**src/rtl/uart_tx_fifo_if.sv**
```systemverilog
// Producer/uart-facing bundle for the transmit FIFO.
// slave = the FIFO itself, master = whoever drives it (producer + uart side).
interface uart_tx_fifo_if #(
  parameter int ADDR_W = 4
);
  logic              wr_en;
  logic [7:0]        wr_data;
  logic              clr_ovf;
  logic              full;
  logic              empty;
  logic [ADDR_W:0]   count;
  logic              overflow;
  logic              busy_tx;
  logic              transmit;
  logic [7:0]        data_tx;

  modport slave (
    input  wr_en, wr_data, clr_ovf, busy_tx,
    output full, empty, count, overflow, transmit, data_tx
  );

  modport master (
    output wr_en, wr_data, clr_ovf, busy_tx,
    input  full, empty, count, overflow, transmit, data_tx
  );
endinterface

```
**src/rtl/uart_tx_fifo.sv**
```systemverilog
// Byte FIFO feeding a uart transmitter: queues bursts from producers and
// issues one-cycle transmit pulses whenever the uart reports it is idle.
module uart_tx_fifo #(
  parameter int ADDR_W = 4
) (
  input  logic           clk,
  input  logic           rst,
  uart_tx_fifo_if.slave  bus
);

  localparam int DEPTH = 1 << ADDR_W;
  localparam logic [ADDR_W:0] FULL_CNT = {1'b1, {ADDR_W{1'b0}}};

  typedef enum logic [1:0] {
    IDLE,
    WAIT_HI,
    WAIT_LO
  } state_t;

  logic [7:0]        mem [DEPTH];

  state_t            state_reg;
  logic [ADDR_W-1:0] wr_ptr_reg;
  logic [ADDR_W-1:0] rd_ptr_reg;
  logic [ADDR_W:0]   count_reg;
  logic [ADDR_W:0]   count_next;
  logic              full_reg;
  logic              empty_reg;
  logic              overflow_reg;
  logic              transmit_reg;
  logic [7:0]        data_tx_reg;
  logic [1:0]        wait_cnt_reg;

  logic              push;
  logic              pop;

  // Both decisions use registered flags, so a same-cycle pop never frees
  // room for a write and a write into an empty FIFO is not popped until
  // the following cycle.
  assign push = bus.wr_en & ~full_reg;
  assign pop  = (state_reg == IDLE) & ~empty_reg & ~bus.busy_tx;

  always_comb begin
    count_next = count_reg;
    if (push && !pop) begin
      count_next = count_reg + 1'b1;
    end else if (pop && !push) begin
      count_next = count_reg - 1'b1;
    end
  end

  // Read and write never hit the same entry in one cycle: a pop needs
  // count>0 and a push needs count<DEPTH, so equal pointers imply only one.
  always_ff @(posedge clk) begin
    if (push) begin
      mem[wr_ptr_reg] <= bus.wr_data;
    end
  end

  always_ff @(posedge clk) begin
    if (rst) begin
      state_reg    <= IDLE;
      wr_ptr_reg   <= '0;
      rd_ptr_reg   <= '0;
      count_reg    <= '0;
      full_reg     <= 1'b0;
      empty_reg    <= 1'b1;
      overflow_reg <= 1'b0;
      transmit_reg <= 1'b0;
      data_tx_reg  <= '0;
      wait_cnt_reg <= '0;
    end else begin
      if (push) begin
        wr_ptr_reg <= wr_ptr_reg + 1'b1;
      end
      if (pop) begin
        rd_ptr_reg <= rd_ptr_reg + 1'b1;
      end
      count_reg <= count_next;
      empty_reg <= (count_next == '0);
      full_reg  <= (count_next == FULL_CNT);

      if (bus.wr_en && full_reg) begin
        overflow_reg <= 1'b1;
      end else if (bus.clr_ovf) begin
        overflow_reg <= 1'b0;
      end

      case (state_reg)
        IDLE: begin
          if (pop) begin
            transmit_reg <= 1'b1;
            data_tx_reg  <= mem[rd_ptr_reg];
            wait_cnt_reg <= '0;
            state_reg    <= WAIT_HI;
          end else begin
            transmit_reg <= 1'b0;
          end
        end
        WAIT_HI: begin
          transmit_reg <= 1'b0;
          // Give up after four cycles so a dead uart cannot stall the queue.
          if (bus.busy_tx) begin
            state_reg <= WAIT_LO;
          end else if (wait_cnt_reg == 2'd3) begin
            state_reg <= IDLE;
          end else begin
            wait_cnt_reg <= wait_cnt_reg + 1'b1;
          end
        end
        WAIT_LO: begin
          transmit_reg <= 1'b0;
          if (!bus.busy_tx) begin
            state_reg <= IDLE;
          end
        end
        default: begin
          transmit_reg <= 1'b0;
          state_reg    <= IDLE;
        end
      endcase
    end
  end

  assign bus.full     = full_reg;
  assign bus.empty    = empty_reg;
  assign bus.count    = count_reg;
  assign bus.overflow = overflow_reg;
  assign bus.transmit = transmit_reg;
  assign bus.data_tx  = data_tx_reg;

endmodule
```
**src/flat_wrapper.sv**
```systemverilog
// flat-port wrapper written by rule: the top's interface ports become plain ports
module uart_tx_fifo_flat 
#(
  parameter int ADDR_W = 4
)
  (clk, rst, bus_wr_en, bus_wr_data, bus_clr_ovf, bus_busy_tx, bus_full, bus_empty, bus_count, bus_overflow, bus_transmit, bus_data_tx);
  uart_tx_fifo_if #(.ADDR_W(ADDR_W)) bus_i ();
  input  logic clk;
  input  logic rst;
  input wire logic [$bits(bus_i.wr_en)-1:0] bus_wr_en;
  input wire logic [$bits(bus_i.wr_data)-1:0] bus_wr_data;
  input wire logic [$bits(bus_i.clr_ovf)-1:0] bus_clr_ovf;
  input wire logic [$bits(bus_i.busy_tx)-1:0] bus_busy_tx;
  output wire logic [$bits(bus_i.full)-1:0] bus_full;
  output wire logic [$bits(bus_i.empty)-1:0] bus_empty;
  output wire logic [$bits(bus_i.count)-1:0] bus_count;
  output wire logic [$bits(bus_i.overflow)-1:0] bus_overflow;
  output wire logic [$bits(bus_i.transmit)-1:0] bus_transmit;
  output wire logic [$bits(bus_i.data_tx)-1:0] bus_data_tx;
  assign bus_i.wr_en = bus_wr_en;
  assign bus_i.wr_data = bus_wr_data;
  assign bus_i.clr_ovf = bus_clr_ovf;
  assign bus_i.busy_tx = bus_busy_tx;
  assign bus_full = bus_i.full;
  assign bus_empty = bus_i.empty;
  assign bus_count = bus_i.count;
  assign bus_overflow = bus_i.overflow;
  assign bus_transmit = bus_i.transmit;
  assign bus_data_tx = bus_i.data_tx;
  uart_tx_fifo #(.ADDR_W(ADDR_W)) u_core (.clk(clk), .rst(rst), .bus(bus_i));
endmodule
```
**config.mk**
```make
export PLATFORM = sky130hd
export DESIGN_NAME = uart_tx_fifo_flat
export DESIGN_NICKNAME = d
export VERILOG_FILES = /design/src/rtl/uart_tx_fifo_if.sv /design/src/rtl/uart_tx_fifo.sv /design/src/flat_wrapper.sv
export SDC_FILE = /design/constraint.sdc
export NUM_CORES = 1
export LEC_CHECK = 0
export BUFFER_PORTS_ARGS = -buffer_cell sky130_fd_sc_hd__buf_4
export CORE_MARGIN = 8
export CORE_UTILIZATION = 55
export DETAILED_ROUTE_END_ITERATION = 6
export GPL_ROUTABILITY_DRIVEN = 0
export PLACE_DENSITY = 0.71
export SLEW_MARGIN = 10
export SYNTH_ARGS = -nofsm -noshare
export SYNTH_HDL_FRONTEND = slang
export SYNTH_SLANG_ARGS = --single-unit
export TNS_END_PERCENT = 30
```
**constraint.sdc**
```tcl
create_clock -name clk -period 5.1 [get_ports clk]
set_input_delay 1.02 -clock clk [delete_from_list [all_inputs] [get_ports clk]]
set_output_delay 1.02 -clock clk [all_outputs]
set_load 0.005 [all_outputs]
```
== Word level (Yosys, flattened, before mapping) ==
Memories as Yosys holds them, arrays and structs flattened. A register that Yosys moved wholly into a read port is not among the register bits.
Index checks and enable logic that the tools add are counted.

* Flip-flop bits (word level): 21
* RAM bits: 128
* Input port bits: 13
* Output and inout bits: 17
* Logic and storage cells: 60
* Memories kept: 1

* $add $sub $neg: 5
* Eq/ne operators: 9
* Muxes and demuxes: 16
* Bitwise operators: 7
* Reduce and logical (&&, ||, !) cells: 13

{| class="wikitable"
|+ Memory list
! name !! depth !! bits a word !! rd ports !! clocked after memory_dff !! write ports !! RTL line !! source
|-
| u_core.mem || 16 || 8 || 1 || 1 || 1 || uart_tx_fifo.sv:20 || <nowiki>logic [7:0] mem [DEPTH];</nowiki>
|}

{| class="wikitable"
|+ Operators with widths
! cell !! count
|-
| two-way mux 2 bit || 7
|-
| two-way mux 5 bit || 2
|-
| adder 4 x 1 -> 4 bit (second input constant) || 2
|-
| != test 2 bit (second input constant) || 3
|-
| case mux 2 bit (3 select lines) || 1
|-
| adder 5 x 1 -> 5 bit (second input constant) || 1
|-
| == test 5 bit (second input constant) || 1
|-
| logical NOT 5 bit || 1
|-
| two-way mux 1 bit || 5
|-
| subtractor 5 x 1 -> 5 bit (second input constant) || 1
|-
| == test 2 bit (second input constant) || 2
|-
| NOT 1 bit || 4
|-
| case mux 2 bit (2 select lines) || 1
|-
| AND reduction 4 bit || 1
|-
| nonzero test 2 bit || 2
|-
| AND 1 bit || 3
|-
| logical AND 1 bit || 3
|-
| != test 3 x 2 -> 1 bit (second input constant) || 1
|-
| AND reduction 3 bit || 1
|-
| adder 2 x 1 -> 2 bit (second input constant) || 1
|-
| == test 2 x 1 -> 1 bit (second input constant) || 1
|-
| logical NOT 1 bit || 2
|-
| logical NOT 2 bit || 1
|-
| != test 2 x 1 -> 1 bit (second input constant) || 1
|-
| 2 further kinds || 2
|}

== Longest topological paths before layout ==
* Depth in word-level cells: 7
* Mapped depth: 7
* Depth with buffers taken out: 7

== Worst setup path after synthesis ==
Ideal clock, no wire load.

* Kind: input to register
* From: in bus_wr_en
* To: mem u_core.mem[3][0] (enable)
* Setup time: 0.383 ns
* Arrival: 2.352 ns
* Data required time: 4.717 ns
* Slack: 2.364 ns
* Cell stages on the path: 4
* Path buffers: 1
* Cell sequence: nor2b_1 > clkbuf_1 > nand2_1 > nor3_1

* Word-level cells in the longest chain between the ends: 3

{| class="wikitable"
|+ RTL lines
! what !! RTL line !! source
|-
| start, declared || flat_wrapper.sv:10 || <nowiki>input wire logic [$bits(bus_i.wr_en)-1:0] bus_wr_en;</nowiki>
|-
| AND 1 bit || uart_tx_fifo.sv:40 || <nowiki>assign push = bus.wr_en & ~full_reg;</nowiki>
|-
| two-way mux 1 bit || uart_tx_fifo.sv:55 || <nowiki>if (push) begin</nowiki>
|-
| two-way mux 1 bit (implied by the code) || uart_tx_fifo.sv:56 || <nowiki>mem[wr_ptr_reg] <= bus.wr_data;</nowiki>
|-
| end, declared || uart_tx_fifo.sv:20 ||
|}

Every way passes these cells.

== Worst setup path in the final report ==
* From: in bus_busy_tx
* To: reg u_core.empty_reg (netlist: u_core.bus.empty)

* Word-level cells in the longest chain between the ends: 6
* Elaborated cells between the ends (all ways): 8
* Classes of those cells: 2 x mux; 2 x bitwise; 4 x reduce/logical

{| class="wikitable"
|+ RTL lines
! what !! RTL line !! source
|-
| start, declared || flat_wrapper.sv:13 || <nowiki>input wire logic [$bits(bus_i.busy_tx)-1:0] bus_busy_tx;</nowiki>
|-
| NOT 1 bit (*) || uart_tx_fifo.sv:41 || <nowiki>assign pop = (state_reg == IDLE) & ~empty_reg & ~bus.busy_tx;</nowiki>
|-
| AND 1 bit (*) || uart_tx_fifo.sv:41 ||
|-
| logical AND 1 bit / logical NOT 1 bit (equally long branches) || uart_tx_fifo.sv:47, uart_tx_fifo.sv:45 ||
|-
| two-way mux 5 bit / logical AND 1 bit (equally long branches) || uart_tx_fifo.sv:47, uart_tx_fifo.sv:45 ||
|-
| two-way mux 5 bit (*) || uart_tx_fifo.sv:45 || <nowiki>if (push && !pop) begin</nowiki>
|-
| logical NOT 5 bit (*) || uart_tx_fifo.sv:80 || <nowiki>empty_reg <= (count_next == '0);</nowiki>
|-
| end signal, assigned || uart_tx_fifo.sv:80 ||
|-
| end, declared || uart_tx_fifo.sv:28 || <nowiki>logic empty_reg;</nowiki>
|}

Every way passes the cells marked *; elsewhere a longest branch is shown, timed or not.
A chain may end at the register's enable or synchronous reset.

==> impl_metrics.ini <==
[sta]
tightest_slew_ns = 1.09
finalCritPeriodShare = 0.496
rsz0062_at_grt = false
timing.fmax_mhz = 395
finClkSkew_ns = 0.0120
maxSlewViolCount = 0
setup_tns_ns = 0
fin_crit_ns = 2.53
slew_headroom = 0.266
finalSetupViolations = 0
hold_viol_final = 0

[synth]
async_reset_ff_frac = 0
synth-main-ff-cell = edfxtp_1
synth_edf_count = 128
yosysSeqAreaShare = 0.722
synth.avg_cell_area_um2 = 17.2
syn_nets = 378
syn_inst = 357
ys_types = 38
netlist_area_mm2 = 0.00613
ys_ff_latch = 157
ys_warn_count = 0

[place]
place_area_mm2 = 0.00649
place_hpwl_mm = 7.30
io_buffers = 29

[route]
via_per_inst = 5.86
drt_pass1_iterations = 4
drt-initial-drc-count = 295
drc = 0
wirelength_mm = 11.5
wire_per_inst_um = 21.2
detail-route-antenna-nets = 0
vias = 3178

[clock_network]
clk_latency_ns = 0.53
root_buffer = clkbuf_8
cts_sinks = 157
cts_tree = built
cts_resized = 0
cts-htree-levels = 4
numCtsBuffers = 17
clock_path_buffers = 2
clk_pin_slew_ns = 0.06
cts-hold-fix-buffers = 0
cts_setup_buffers = 0

[critical_path]
cp_slowest_stage_delay_ns = 0.85
start_kind = input pin
crit_type = in2reg
crit_chain = buf_4 > or4_1 > nor4_1 > a41oi_1 > xor2_1 > a31o_2
path_max_fanout = 24
endpoint_kind = flop
cp_slowest_cell = or4_1
crit_family = simple AND/OR/NAND/NOR gates
critPathArrivalTime_ns = 2.95
cp_data_required_time_ns = 5.52
path_buf_inv = 1

[final_layout]
finalInstanceArea_mm2 = 0.00709
final_common_cell = edfxtp_1
largest_reg_flops = 128
areaGrowthSynthToFinish_pct = 15.6
fillCellCount = 724
final_util = 0.654
antenna_cells = 0
layout_common_cells = edfxtp_1, nor2_1, buf_4
drive_gt1_frac = 0.239
nNetsFinal = 412

[floorplanning]
die_height_um = 122
fp-row-count = 38
initial_core_util = 0.566
die_area_mm2 = 0.0148
die_w_um = 122
ioPinCount = 30
core_area_mm2 = 0.0108

[pwr]
irDropWorstVdd_mv = 0.283
leakage_nw = 2.34
power.density_mw_per_mm2 = 436

[global_routing]
antenna_found_initial = 0
grt_max_degree = 36
grt_pass1_vias = 3275
grt_usage = 0.168
grt_pass1_wl_mm = 18.2
gr-total-overflow = 0

[outcome]
status = finished clean

[run]
drv.max_cap_violation_count = 0

[min_path]
hp-class = reg2reg
[power by group]
| group | switching, mW | internal, mW | leakage (nW) | total [mW] |
|---|---|---|---|---|
| registers | 0.0473 | 1.43 | 1.39 | 1.48 |
| clock network | 0.456 | 0.832 | 0.291 | 1.29 |
| logic | 0.157 | 0.166 | 0.661 | 0.323 |
[area by class of cell]
| class | count | area [µm²] | area share |
|---|---|---|---|
| Sequential cell | 157 | 4430 | 0.625 |
| Multi-Input combinational cell | 176 | 1610 | 0.227 |
| Clock buffer | 20 | 425 | 0.0600 |
| Timing Repair Buffer | 35 | 263 | 0.0371 |
| Tap cell | 140 | 175 | 0.0247 |
| Clock inverter | 10 | 171 | 0.0242 |
| Inverter | 4 | 15.0 | 0.00212 |
[per-layer routing]
layer | vias up | part of all wire | GRT usage
li1 | 1462 | - | -
met2 | 103 | 0.50 | 0.273
met1 | 1600 | 0.42 | 0.204
met5 | - | 0 | 0
met3 | 13 | 0.064 | 0.0463
met4 | 0 | 0.017 | 0.0840
[synth_stat cells, types with 4 or more instances]
cell type | instances | area share
edfxtp_1 | 128 | 0.63
clkbuf_1 | 12 | 0.0073
xnor2_1 | 4 | 0.0057
ha_1 | 8 | 0.016
inv_1 | 4 | 0.0024
a21oi_1 | 20 | 0.016
xor2_1 | 6 | 0.0086
nand2b_1 | 6 | 0.0061
nor3_1 | 4 | 0.0033
dfxtp_1 | 29 | 0.095
a22oi_1 | 17 | 0.021
mux4_2 | 32 | 0.12
buf_2 | 4 | 0.0033
nand2_1 | 13 | 0.0080
nor2_1 | 37 | 0.023
[worst paths after layout]
path	start	end	slack [ns]	depth (start not counted)
worst max-delay path	bus_busy_tx	u_core.bus.empty$_SDFF_PP1_	2.57	6
worst min-delay path	u_core.bus.overflow$_SDFFE_PP0P_	u_core.bus.overflow$_SDFFE_PP0P_	0.47	2
worst max register to register	u_core.rd_ptr_reg[0]$_SDFFE_PP0P_	u_core.bus.data_tx[7]$_SDFFE_PP0P_	2.60	6
worst min register to register	u_core.bus.overflow$_SDFFE_PP0P_	u_core.bus.overflow$_SDFFE_PP0P_	0.47	2
[cell families (layout without fill, tap and decap cells)]
family                     after synthesis  count (layout)  share of synthesized area
DFF                                    157             157                      0.722
and+or+nand+nor                         80              80                     0.0653
AOI/OAI and AO/OA                       45              45                     0.0476
muxes                                   33              33                      0.119
buffers and inverters                   24              69                     0.0157
xor gates and xnor gates                10              10                     0.0143
adders and majority gates                8               8                     0.0163
[worst register-to-register path: stages (launching register included)]
cell and delay, ns:
dfxtp_2 0.65, buf_4 0.47, mux4_2 0.55, a22oi_1 0.35, a21oi_1 0.13, a21oi_1 0.16, nor2_1 0.05
[per-stage QoR]
step	setup slack [ns]	total power, mW	hold slack [ns]	instances
after floorplan	2.36	1.72	0.461	357
after global routing	2.39	3.19	0.509	542
after global placement	2.15	1.82	0.461	512
final	2.57	3.09	0.470	542
after CTS	2.49	3.11	0.477	542
after detailed placement	2.03	1.83	0.468	512
Note: power is estimated with default switching activity, not from simulation.
